===== config.mk =====
export PLATFORM = sky130hd
export DESIGN_NAME = counter_arbiter_flat
export DESIGN_NICKNAME = d
export VERILOG_FILES = /design/src/rtl/counter_arbiter_if.sv /design/src/rtl/counter_arbiter.sv /design/src/flat_wrapper.sv
export SDC_FILE = /design/constraint.sdc
export NUM_CORES = 1
export LEC_CHECK = 0
export BUFFER_PORTS_ARGS = -buffer_cell sky130_fd_sc_hd__buf_2
export CAP_MARGIN = 40
export CELL_PAD_IN_SITES_DETAIL_PLACEMENT = 0
export CELL_PAD_IN_SITES_GLOBAL_PLACEMENT = 1
export CORE_ASPECT_RATIO = 1.5
export CORE_UTILIZATION = 35
export DETAILED_ROUTE_END_ITERATION = 16
export GPL_TIMING_DRIVEN = 1
export PLACE_DENSITY = 0.82
export SYNTH_ARGS = -nofsm -noshare
export SYNTH_HDL_FRONTEND = slang
export SYNTH_SLANG_ARGS = --single-unit

===== constraint.sdc =====
create_clock -name clock -period 1.6 [get_ports clock]
set_clock_uncertainty 0.1 [all_clocks]
set_input_delay 0.32 -clock clock [delete_from_list [all_inputs] [get_ports clock]]
set_output_delay 0.32 -clock clock [all_outputs]
set_load 0.03 [all_outputs]

===== src/rtl/counter_arbiter_if.sv =====
// ---------------------------------------------------------------------------
// counter_arbiter_if
// Request/grant/ticket bundle between the requesters and counter_arbiter.
//
// Handshake: req is a level request per requester. The arbiter answers with
// a one-hot grant that is held for the whole BUSY phase. A single-cycle ack
// then carries ack_id and ack_value, and that ack consumes exactly one
// transaction. A requester still holding req after its ack is counted as a
// new request. Nothing is queued.
//
// Signals:
//   req       requester -> arbiter  N_REQ  level request per requester
//   grant     arbiter -> requester  N_REQ  one-hot grant during BUSY
//   busy      arbiter -> requester  1      high in BUSY or ACK
//   ack       arbiter -> requester  1      single-cycle completion pulse
//   ack_id    arbiter -> requester  ID_W   winner index (holds after ack)
//   ack_value arbiter -> requester  WIDTH  counter value before increment
//   count     arbiter -> requester  WIDTH  current counter value
// ---------------------------------------------------------------------------
interface counter_arbiter_if #(
   parameter int N_REQ = 4,
   parameter int WIDTH = 8
);
   localparam int ID_W = $clog2(N_REQ);

   logic [N_REQ-1:0] req;
   logic [N_REQ-1:0] grant;
   logic             busy;
   logic             ack;
   logic [ID_W-1:0]  ack_id;
   logic [WIDTH-1:0] ack_value;
   logic [WIDTH-1:0] count;

   modport master (output req, input grant, busy, ack, ack_id, ack_value, count);
   modport slave  (input req, output grant, busy, ack, ack_id, ack_value, count);
endinterface


===== src/rtl/counter_arbiter.sv =====
// ---------------------------------------------------------------------------
// counter_arbiter
// Round-robin arbiter that shares one free-running WIDTH-bit counter among
// N_REQ requesters. Each winner holds the resource for LATENCY cycles. It
// then receives the pre-increment counter value as a ticket, and the counter
// advances by one.
//
// Ports:
//   clock        in   system clock, rising edge
//   reset        in   synchronous, active-high
//   bus          slave modport of counter_arbiter_if (req in; grant, busy,
//                ack, ack_id, ack_value, count out)
//   dbg_state_o  out  current FSM state (IDLE=0, BUSY=1, ACK=2)
//
// Every output is either a register or a decode of registered state, so no
// combinational path runs from req to any output.
// ---------------------------------------------------------------------------
module counter_arbiter #(
   parameter int N_REQ   = 4,
   parameter int WIDTH   = 8,
   parameter int LATENCY = 2
) (
   input  logic                  clock,
   input  logic                  reset,
   counter_arbiter_if.slave      bus,
   output logic [1:0]            dbg_state_o
);
   localparam int ID_W = $clog2(N_REQ);
   localparam logic [3:0]      LAT_M1  = 4'(LATENCY - 1);
   localparam logic [ID_W-1:0] LAST_RST = ID_W'(N_REQ - 1);

   typedef enum logic [1:0] {S_IDLE = 2'd0, S_BUSY = 2'd1, S_ACK = 2'd2} state_t;

   state_t           state_q, state_d;
   logic [ID_W-1:0]  grant_id_q, grant_id_d;
   logic [ID_W-1:0]  last_q, last_d;
   logic [3:0]       wait_q, wait_d;
   logic [WIDTH-1:0] count_q, count_d;
   logic [ID_W-1:0]  ack_id_q, ack_id_d;
   logic [WIDTH-1:0] ack_value_q, ack_value_d;

   // Round-robin pick. Scan upward from last+1 and wrap, so the most recent
   // winner is considered last.
   logic            found;
   logic [ID_W-1:0] win;
   int              idx;

   always_comb begin
      found = 1'b0;
      win   = '0;
      idx   = 0;
      for (int k = 1; k <= N_REQ; k++) begin
         idx = (int'(last_q) + k) % N_REQ;
         if (!found && bus.req[idx[ID_W-1:0]]) begin
            found = 1'b1;
            win   = idx[ID_W-1:0];
         end
      end
   end

   always_comb begin
      state_d     = state_q;
      grant_id_d  = grant_id_q;
      last_d      = last_q;
      wait_d      = wait_q;
      count_d     = count_q;
      ack_id_d    = ack_id_q;
      ack_value_d = ack_value_q;
      unique case (state_q)
         S_IDLE: begin
            if (found) begin
               grant_id_d = win;
               wait_d     = '0;
               state_d    = S_BUSY;
            end
         end
         S_BUSY: begin
            wait_d = wait_q + 4'd1;
            if (wait_q == LAT_M1) begin
               // Latch the ticket now so that ack_value is a register during ACK.
               ack_id_d    = grant_id_q;
               ack_value_d = count_q;
               state_d     = S_ACK;
            end
         end
         S_ACK: begin
            count_d = count_q + WIDTH'(1);
            last_d  = grant_id_q;
            state_d = S_IDLE;
         end
         default: state_d = S_IDLE;
      endcase
   end

   always_ff @(posedge clock) begin
      if (reset) begin
         state_q     <= S_IDLE;
         grant_id_q  <= '0;
         last_q      <= LAST_RST;
         wait_q      <= '0;
         count_q     <= '0;
         ack_id_q    <= '0;
         ack_value_q <= '0;
      end else begin
         state_q     <= state_d;
         grant_id_q  <= grant_id_d;
         last_q      <= last_d;
         wait_q      <= wait_d;
         count_q     <= count_d;
         ack_id_q    <= ack_id_d;
         ack_value_q <= ack_value_d;
      end
   end

   always_comb begin
      bus.grant = '0;
      if (state_q == S_BUSY) bus.grant[grant_id_q] = 1'b1;
   end

   assign bus.busy      = (state_q != S_IDLE);
   assign bus.ack       = (state_q == S_ACK);
   assign bus.ack_id    = ack_id_q;
   assign bus.ack_value = ack_value_q;
   assign bus.count     = count_q;
   assign dbg_state_o   = state_q;
endmodule


===== src/flat_wrapper.sv =====
// flat-port wrapper written by rule: the top's interface ports become plain ports
module counter_arbiter_flat 
#(
   parameter int N_REQ   = 4,
   parameter int WIDTH   = 8,
   parameter int LATENCY = 2
)
  (clock, reset, dbg_state_o, bus_req, bus_grant, bus_busy, bus_ack, bus_ack_id, bus_ack_value, bus_count);
  counter_arbiter_if #(.N_REQ(N_REQ), .WIDTH(WIDTH)) bus_i ();
  input  logic clock;
  input  logic reset;
  output logic [1:0] dbg_state_o;
  input wire logic [$bits(bus_i.req)-1:0] bus_req;
  output wire logic [$bits(bus_i.grant)-1:0] bus_grant;
  output wire logic [$bits(bus_i.busy)-1:0] bus_busy;
  output wire logic [$bits(bus_i.ack)-1:0] bus_ack;
  output wire logic [$bits(bus_i.ack_id)-1:0] bus_ack_id;
  output wire logic [$bits(bus_i.ack_value)-1:0] bus_ack_value;
  output wire logic [$bits(bus_i.count)-1:0] bus_count;
  assign bus_i.req = bus_req;
  assign bus_grant = bus_i.grant;
  assign bus_busy = bus_i.busy;
  assign bus_ack = bus_i.ack;
  assign bus_ack_id = bus_i.ack_id;
  assign bus_ack_value = bus_i.ack_value;
  assign bus_count = bus_i.count;
  counter_arbiter #(.N_REQ(N_REQ), .WIDTH(WIDTH), .LATENCY(LATENCY)) u_core (.clock(clock), .reset(reset), .bus(bus_i), .dbg_state_o(dbg_state_o));
endmodule

Word level (Yosys, flattened, before mapping) --
Index checks and enable logic that the tools add are counted.
Word-level totals: output and inout port bits 26, register bits 28, input bits 6, logic and storage cells 62
Cells by class: eq/ne operators 5, add/subtract/negate cells 6, reduce and logical (&&, ||, !) cells 14, multiplexer cells 24, order comparisons 6
Operators with widths (number):
- $lt A2 B3 Y1 const B | 5
- $mux W2 | 6
- $mux W1 | 9
- $add A8 B1 Y8 const B | 1
- $bmux W1 S2 | 4
- $mux W4 | 2
- $pmux W4 S2 | 1
- $reduce_and A2 Y1 | 4
- $add A2 B1 Y2 const B | 2
- $add A2 B2 Y2 const B | 2
- $add A4 B1 Y4 const B | 1
- $eq A4 B1 Y1 const B | 1
- $logic_and A1 B1 Y1 | 4
- $ne A2 B1 Y1 const B | 2
- $pmux W2 S2 | 1
- $reduce_bool A2 Y1 | 2
- $logic_not A1 Y1 | 3
- $demux W1 S2 | 1
- $eq A2 B1 Y1 const B | 1
- $eq A2 B2 Y1 const B | 1
- $ge A2 B1 Y1 const B | 1
- $logic_not A2 Y1 | 1

Longest topological paths before layout --
Gate-level depths: netlist of the first run.
word-level depth 15, depth in mapped cells 6, depth with buffers taken out 5

Worst setup path after synthesis of the first run --
Ideal clock, no wire load.
path type reg2out, start point reg u_core.state_q[0] (netlist: u_core.dbg_state_o[0]), end point out bus_grant[0], required time 1180 ps, cell stages (with the launch flop) 5, path buffers 2, path slack -451 ps, arrival time 1631 ps, path through dfxtp_1 buf_6 nand2b_1 clkbuf_1 nor3_1
On the way: word-level cells in the longest chain between the ends 2
Ends and longest elaborated chain:
- from (decl) | RTL line counter_arbiter.sv:34 | state_t state_q, state_d;
- from (signal assigned) | RTL line counter_arbiter.sv:105 | state_q <= state_d;
- $eq A2 B1 Y1 | RTL line counter_arbiter.sv:117 | if (state_q == S_BUSY) bus.grant[grant_id_q] = 1'b1;
- $mux W4 | RTL line counter_arbiter.sv:117
- to (decl) | RTL line flat_wrapper.sv:14 | output wire logic [$bits(bus_i.grant)-1:0] bus_grant;
Every way passes these cells.

Final worst setup path of the first run --
start point reg u_core.state_q[1] (netlist: u_core.dbg_state_o[1]), end point out bus_ack
On the way: word-level cells in the longest chain between the ends 1
Ends and longest elaborated chain:
- $eq A2 B2 Y1 | RTL line counter_arbiter.sv:121 | assign bus.ack = (state_q == S_ACK);
- to (decl) | RTL line flat_wrapper.sv:16 | output wire logic [$bits(bus_i.ack)-1:0] bus_ack;
Every way passes these cells.

==> results of run 1 <==
layout make-up:
cell class                 count  area, um2
fill                         356       1869
multi-input combinational    109      762.0
sequential                    28      571.8
timing repair buffer          46      297.8
tap                           43      53.80
clock buffer                   3      41.29
clock inverter                 1      30.03
inverter                       6      22.52
final timing paths:
kind / to / slack (ns) / cells after the start
setup / recovery: bus_ack / 0.001 / 3
setup reg to reg: u_core.bus.count[7]$_SDFFE_PP0P_ / 0.07 / 4
hold reg to reg: u_core.bus.ack_value[4]$_SDFFE_PP0P_ / 0.39 / 2
hold / removal: u_core.grant_id_q[1]$_SDFFE_PP0P_ / 0.32 / 3
logic make-up after synthesis:
logic type,share of synthesized area
fa+ha+maj,0.02809
simple gates,0.2397
flops,0.4195
buf+inv,0.05524
mux,0.03090
xor+xnor,0.01311
compound gates,0.2135
tightest hold or removal path: cells and delay by family:
family          cells  cell delay [ns]
buf+inv             1             0.13
compound gates      2             0.21
per-stage QoR:
step | utilization | cell area, um2
global placement | 0.4376 | 1597
floorplan | - | 1374
CTS | 0.4770 | 1740
detailed placement | 0.4376 | 1597
finish | 0.4877 | 1779
global route | 0.4877 | 1779
sequential cells by signal (all words and copies together) (netlist names):
name / cells
u_core.bus.ack_value: 8
u_core.bus.count: 8
u_core.wait_q: 4
u_core.bus.ack_id: 2
u_core.dbg_state_o: 2
u_core.grant_id_q: 2
u_core.last_q: 2
power breakdown:
group	switching (W)	internal [W]	total [W]
clock	0.000235	0.000335	0.000571
sequential	0.0000253	0.000713	0.000738
combinational	0.000166	0.000120	0.000286
total	0.000427	0.00117	0.00159
per-layer routing:
layer / GRT usage / share of wire / vias to the layer above
met4: 0.1053 / 0.021 / 0
li1: - / - / 642
met1: 0.1952 / 0.40 / 612
met2: 0.3392 / 0.55 / 36
met3: 0.03137 / 0.034 / 6
met5: 0 / 0 / -
synth_stat cells, drive strengths merged, types with 2 or more instances:
cell type | number | area [um2]
buf | 6 | 40.03
clkbuf | 3 | 11.26
a21boi | 2 | 15.01
nand4b | 2 | 32.53
nand4 | 2 | 12.51
nand2b | 4 | 25.02
nand2 | 2 | 7.510
or3 | 4 | 25.02
or4 | 3 | 22.52
inv | 6 | 22.52
xnor2 | 2 | 17.52
dfxtp | 28 | 560.5
o21ai | 14 | 70.07
nor3 | 5 | 25.02
ha | 3 | 37.54
nand3 | 12 | 60.06
nor2b | 6 | 37.54
nor2 | 10 | 37.54
mux2i | 3 | 30.03
a211o | 2 | 17.52
o32a | 2 | 20.02
o32ai | 2 | 17.52
a21oi | 16 | 80.08
a211oi | 2 | 15.01
o31ai | 3 | 22.52
timing repair:
item / CTS / global route
hold endpoints to repair: 0 / 0
setup endpoints to repair: 16 / 8
buffers inserted: 3 / 3
gates cloned: 0 / 0
resized for setup: 16 / 10
pin swaps: 1 / 1
==> results.sh, run 1 <==
export IMPL_wl_per_cell_um=14.78
export IMPL_setup_slack_ns=0.001493
export IMPL_p_leak_nw=0.7463
export IMPL_pin_count=32
export IMPL_required_ns=1.18
export IMPL_hold_ws_ns=0.3227
export IMPL_setup_viol=0
export IMPL_r2r_start="u_core.dbg_state_o[0]$_SDFFE_PP0P_"
export IMPL_drv_slew=0
export IMPL_cts_sinks=28
export IMPL_grt_antenna_before_repair=0
export IMPL_syn_area_mm2=0.001336
export IMPL_place_ws_ns=-0.01810
export IMPL_critPathLaunch="u_core.dbg_state_o[1]$_SDFFE_PP0P_"
export IMPL_place_gp_congestion=0.7358
export IMPL_worstSetupEndpointType="primary output"
export IMPL_hp_class="in2reg"
export IMPL_relSlewSlack=0.7142
export IMPL_ys_flop_type="dfxtp_1"
export IMPL_start_util=0.3663
export IMPL_drc=0
export IMPL_cts_tree="yes"
export IMPL_portBuffers=31
export IMPL_die_w_um=52.45
export IMPL_syn_avg_cell_area_um2=8.791
export IMPL_grt_max_degree=19
export IMPL_fin_setup_tns_ns=0
export IMPL_htreeDepth=1
export IMPL_hold_buffers=0
export IMPL_die_y_um=77.68
export IMPL_final_cells=236
export IMPL_async_flop_share=0
export IMPL_cp_start_kind="flip-flop"
export IMPL_rows=27
export IMPL_power_total_w=0.001595
export IMPL_grt_pass1_wl_um=5740
export IMPL_worst_path_max_delay_cell="dfxtp_4"
export IMPL_critPathBufInv=2
export IMPL_power_density_mw_per_mm2=896.4
export IMPL_cts_buffers=3
export IMPL_path_cells="nor2b_2, buf_4, buf_4"
export IMPL_ir_drop_v=0.0005190
export IMPL_critPathTopFamily="flip-flops"
export IMPL_ys_ff_latch=28
export IMPL_cts_clk_slew_worst_paths_ns=0.10
export IMPL_drive_gt1_frac=0.3472
export IMPL_final_nets=203
export IMPL_layout_common_cells="25 x buf_2, 25 x dfxtp_1, 17 x buf_4"
export IMPL_synth_edf_count=0
export IMPL_final_min_clock_period_ns=1.599
export IMPL_ys_warn_count=0
export IMPL_maxCapViolCount=0
export IMPL_vias_per_cell=5.492
export IMPL_wl_um=3489
export IMPL_synthToLayoutAreaGrowth_pct=33.15
export IMPL_dp_cells=226
export IMPL_ys_types=37
export IMPL_worstMarginPinSlew_ns=0.4247
export IMPL_ys_seq_area_frac=0.4195
export IMPL_cp_max_fo=5
export IMPL_track_usage=0.1887
export IMPL_status="finished clean"
export IMPL_path_class="reg2out"
export IMPL_cpPeakStageDelay_ns=0.40
export IMPL_path_common_cell="buf_4"
export IMPL_ant_nets=0
export IMPL_grt_pass1_vias=1237
export IMPL_first_pass_iters=4
export IMPL_core_mm2=0.003649
export IMPL_dp_hpwl_um=2550
export IMPL_overflow=0
export IMPL_die_area_mm2=0.004074
export IMPL_syn_num_nets=161
export IMPL_syn_instance_count=152
export IMPL_diodes=0
export IMPL_fin_crit_sh=0.9991
export IMPL_clock_tree_buffer_depth=2
export IMPL_dr_total_vias=1296
export IMPL_max_freq_ghz=0.6256
export IMPL_cp_arrival_ns=1.18
export IMPL_ctsRootBufferMaster="clkbuf_8"
export IMPL_hold_viol_final=0
export IMPL_min_from="bus_req[3]"
export IMPL_clk_latency_ns=0.28
export IMPL_rsz0062_at_grt="true"
export IMPL_initialDrtViolationCount=57
(Power assumes the default switching activity.)
==> run 2, diff against run 1 <==
- SETUP_SLACK_MARGIN: unset -> 0.3
==> results.sh, run 2 (same netlist as run 1, synthesis figures left out) <==
export IMPL_ir_drop_v=0.0005691
export IMPL_drc=0
export IMPL_dp_hpwl_um=2384
export IMPL_hold_viol_final=0
export IMPL_fin_setup_tns_ns=0
export IMPL_core_mm2=0.003649
export IMPL_grt_max_degree=26
export IMPL_clk_latency_ns=0.28
export IMPL_wl_um=3890
export IMPL_portBuffers=31
export IMPL_rsz0062_at_grt="true"
export IMPL_grt_pass1_vias=1377
export IMPL_wl_per_cell_um=15.75
export IMPL_synthToLayoutAreaGrowth_pct=62.45
export IMPL_worstSetupEndpointType="primary output"
export IMPL_place_ws_ns=0.09593
export IMPL_required_ns=1.18
export IMPL_htreeDepth=1
export IMPL_status="finished clean"
export IMPL_ctsRootBufferMaster="clkbuf_8"
export IMPL_die_area_mm2=0.004074
export IMPL_cp_arrival_ns=1.15
export IMPL_cp_start_kind="flip-flop"
export IMPL_p_leak_nw=0.8490
export IMPL_dp_cells=225
export IMPL_overflow=0
export IMPL_min_from="bus_req[3]"
export IMPL_final_util=0.5950
export IMPL_dr_total_vias=1382
export IMPL_worstMarginPinSlew_ns=0.5385
export IMPL_die_w_um=52.45
export IMPL_pin_count=32
export IMPL_final_cells=247
export IMPL_r2r_start="u_core.dbg_state_o[0]$_SDFFE_PP0P_"
export IMPL_start_util=0.3663
export IMPL_fill_cells=323
export IMPL_cts_clk_slew_worst_paths_ns=0.10
export IMPL_hold_buffers=0
export IMPL_grt_pass1_wl_um=6078
export IMPL_setup_viol=0
export IMPL_cp_max_fo=4
export IMPL_cts_tree="yes"
export IMPL_cts_buffers=3
export IMPL_layout_common_cells="20 x buf_6, 18 x buf_4, 15 x dfxtp_1"
export IMPL_final_min_clock_period_ns=1.567
export IMPL_final_nets=214
export IMPL_dpl_instance_area_mm2=0.001668
export IMPL_ant_nets=0
export IMPL_relSlewSlack=0.6380
export IMPL_path_class="reg2out"
export IMPL_setup_slack_ns=0.03277
export IMPL_grt_antenna_before_repair=0
export IMPL_die_y_um=77.68
export IMPL_vias_per_cell=5.595
export IMPL_diodes=0
export IMPL_fin_crit_sh=0.9795
export IMPL_drv_slew=0
export IMPL_clock_tree_buffer_depth=2
export IMPL_stdcell_area_mm2=0.002171
export IMPL_cts_sinks=28
export IMPL_drive_gt1_frac=0.5784
export IMPL_max_freq_ghz=0.6381
export IMPL_final_common_cell="buf_6"
export IMPL_hp_class="in2reg"
export IMPL_track_usage=0.1996
export IMPL_maxCapViolCount=0
export IMPL_critPathLaunch="u_core.dbg_state_o[0]$_SDFFE_PP0P_"
export IMPL_rows=27
export IMPL_initialDrtViolationCount=28
export IMPL_power_density_mw_per_mm2=751.6
export IMPL_place_gp_congestion=0.7736
export IMPL_first_pass_iters=4
run 2: changes by cell type in the layout (fill, tap and decap cells not counted), sizes merged:
cell and change:
buf +7, or3b +1, bufinv -1, clkbuf +4
run 2: worst max-delay path, cell delays in order (launching register included):
cell,delay [ns]
dfxtp_4,0.38
buf_12,0.12
nand2b_4,0.08
nor3_4,0.13
buf_6,0.15
run 2: worst paths after layout:
| check | slack [ns] | endpoint | cells past startpoint |
|---|---|---|---|
| max | 0.03 | bus_grant[0] | 4 |
| min | 0.30 | u_core.grant_id_q[1]$_SDFFE_PP0P_ | 3 |
| max reg2reg | 0.05 | u_core.bus.count[5]$_SDFFE_PP0P_ | 5 |
| min reg2reg | 0.37 | u_core.bus.ack_id[0]$_SDFFE_PP0P_ | 2 |
run 2: through the flow:
step                      total power, W  hold WS (ns)
after floorplan                0.0009599        0.3591
after global placement          0.001011        0.3651
after detailed placement        0.001021        0.3660
after CTS                       0.001564        0.2837
after global routing            0.001696        0.3441
final                           0.001632        0.2972
run 2: cell type report:
cell class              count  area (um2)  share of cell area
multi-input cells         110       954.7              0.4398
flip-flops and latches     28       599.3              0.2761
repair buffers             56       483.0              0.2225
clock buffers               4       55.05             0.02536
well taps                  43       53.80             0.02478
inverters                   6       25.02             0.01153
run 2: per-layer routing:
layer / global-route usage / wire, um / vias up
met4: 0.1026 / 118 / 0
met2: 0.3557 / 2184 / 35
met5: 0 / 0 / -
li1: - / - / 671
met3: 0.03137 / 141 / 9
met1: 0.2148 / 1445 / 667
run 2: power breakdown:
part | internal [W] | switching (W)
Combinational | 0.000215 | 0.000234
Sequential | 0.000705 | 0.0000260
Clock | 0.000221 | 0.000231
run 2: timing repair:
action,in CTS,in global routing
endpoints found under the hold margin,0,0
pin swaps,6,13
gates resized for setup,35,54
setup endpoints to repair,35,42
cloned,1,0
setup buffers,13,4
==> run 3, diff against run 2 <==
- CORE_MARGIN: unset -> 2
- MAX_ROUTING_LAYER: unset -> met4
==> results.sh, run 3 (same netlist as run 1, synthesis figures left out) <==
export IMPL_status="finished clean"
export IMPL_grt_max_degree=22
export IMPL_path_cells="buf_4, nor2b_4, buf_6"
export IMPL_ir_drop_v=0.0005738
export IMPL_stdcell_area_mm2=0.002220
export IMPL_dr_total_vias=1398
export IMPL_overflow=0
export IMPL_cts_clk_slew_worst_paths_ns=0.11
export IMPL_die_y_um=79.68
export IMPL_ctsRootBufferMaster="clkbuf_8"
export IMPL_power_density_mw_per_mm2=767.5
export IMPL_drive_gt1_frac=0.5924
export IMPL_clk_latency_ns=0.29
export IMPL_p_seq_frac=0.433
export IMPL_final_util=0.6028
export IMPL_hold_buffers=0
export IMPL_dp_cells=225
export IMPL_track_usage=0.1966
export IMPL_htreeDepth=1
export IMPL_routed_wl_met2_um=2345
export IMPL_worstSetupEndpointType="primary output"
export IMPL_final_min_clock_period_ns=1.587
export IMPL_cts_tree="yes"
export IMPL_fill_cells=306
export IMPL_p_switching_w=0.0005092
export IMPL_max_freq_ghz=0.6303
export IMPL_wl_met3_um=127
export IMPL_grt_pass1_wl_um=6189
export IMPL_critPathBufInv=2
export IMPL_critPathTopFamily="flip-flops"
export IMPL_worstMarginPinSlew_ns=0.4475
export IMPL_maxCapViolCount=0
export IMPL_hold_viol_final=0
export IMPL_diodes=0
export IMPL_rsz0062_at_grt="true"
export IMPL_worst_path_max_delay_cell="dfxtp_4"
export IMPL_cts_sinks=28
export IMPL_cpPeakStageDelay_ns=0.41
export IMPL_drv_slew=0
export IMPL_grt_antenna_before_repair=0
export IMPL_final_common_cell="buf_4"
export IMPL_layout_common_cells="26 x buf_4, 19 x buf_6, 14 x dfxtp_1"
export IMPL_routed_top_layer="met4"
export IMPL_ant_nets=0
export IMPL_cts_buffers=3
export IMPL_required_ns=1.18
export IMPL_synthToLayoutAreaGrowth_pct=66.10
export IMPL_start_util=0.3629
export IMPL_power_total_w=0.001704
export IMPL_pin_count=32
export IMPL_initialDrtViolationCount=39
export IMPL_grt_pass1_vias=1334
export IMPL_relSlewSlack=0.7016
export IMPL_rows=27
export IMPL_dp_hpwl_um=2458
export IMPL_pwr_share_clk=0.303
export IMPL_wl_um=4157
export IMPL_p_leak_nw=0.8765
export IMPL_portBuffers=31
export IMPL_cp_max_fo=5
export IMPL_clock_tree_buffer_depth=2
export IMPL_whs_path_depth=3
export IMPL_final_nets=221
export IMPL_vias_per_cell=5.504
export IMPL_die_area_mm2=0.004338
export IMPL_place_gp_congestion=0.7374
export IMPL_first_pass_iters=4
export IMPL_final_cells=254
export IMPL_fin_crit_sh=0.9916
export IMPL_r2r_cells=5
export IMPL_dpl_instance_area_mm2=0.001668
export IMPL_fin_setup_tns_ns=0
export IMPL_path_class="reg2out"
export IMPL_die_w_um=54.45
export IMPL_cp_start_kind="flip-flop"
export IMPL_drc=0
export IMPL_wl_per_cell_um=16.37
export IMPL_p_comb_frac=0.264
export IMPL_swShare=0.2989
export IMPL_setup_viol=0
export IMPL_core_mm2=0.003682
export IMPL_met1_length_um=1578
export IMPL_internal_power_w=0.001194
export IMPL_cp_depth=3
export IMPL_cp_arrival_ns=1.17
export IMPL_hp_class="in2reg"
## run 3: cell count changes in the layout (fill, tap and decap cells not counted), sizes merged
cell | previous run | this run
buf | 53 | 58
clkbuf | 7 | 9
## run 3: tightest hold or removal path, stage by stage
cell     delay, ns
buf_2         0.13
o21ai_1       0.08
o32ai_1       0.10
## run 3: power by group through the flow
stage | registers [W] | clock network [W] | logic (W)
4_1_cts | 0.000739 | 0.000521 | 0.000359
3_5_place_dp | 0.000766 | 0 | 0.000255
2_1_floorplan | 0.000763 | 0 | 0.000197
6_report | 0.000737 | 0.000517 | 0.000449
5_1_grt | 0.000740 | 0.000552 | 0.000477
3_3_place_gp | 0.000765 | 0 | 0.000248
## run 3: layer usage
metal,vias up,track usage
met5,-,-
met4,0,0.06000
met3,9,0.02247
met2,31,0.3566
met1,680,0.2138
li1,678,-
## run 3: stage by stage
stage | setup slack, ns | hold WS [ns]
2_1_floorplan | 0.05912 | 0.3591
3_3_place_gp | 0.1342 | 0.3641
3_5_place_dp | 0.1118 | 0.3646
4_1_cts | 0.02309 | 0.2865
5_1_grt | -0.02773 | 0.3317
6_report | 0.01349 | 0.2859
## run 3: layout make-up
cell class,instances,area (um2),share of cell area
Clock buffer,4,66.31,0.02988
Inverter,6,22.52,0.01015
Multi-Input combinational cell,110,949.7,0.4278
Sequential cell,28,595.6,0.2683
Tap cell,43,53.80,0.02424
Timing Repair Buffer,63,531.8,0.2396
## run 3: what timing repair did
item / in CTS / in global routing
buffers inserted: 14 / 10
setup endpoints to repair: 35 / 41
gates resized for setup: 38 / 50
gates cloned: 1 / 0
pin swaps: 5 / 19
## run 3: path summary, 6_finish.rpt
kind | from | endpoint | slack [ns]
setup / recovery | u_core.dbg_state_o[1]$_SDFFE_PP0P_ | bus_ack | 0.01
hold / removal | bus_req[3] | u_core.grant_id_q[1]$_SDFFE_PP0P_ | 0.29
hold reg to reg | u_core.bus.ack_id[0]$_SDFFE_PP0P_ | u_core.bus.ack_id[0]$_SDFFE_PP0P_ | 0.36
setup reg to reg | u_core.dbg_state_o[0]$_SDFFE_PP0P_ | u_core.bus.count[7]$_SDFFE_PP0P_ | 0.07
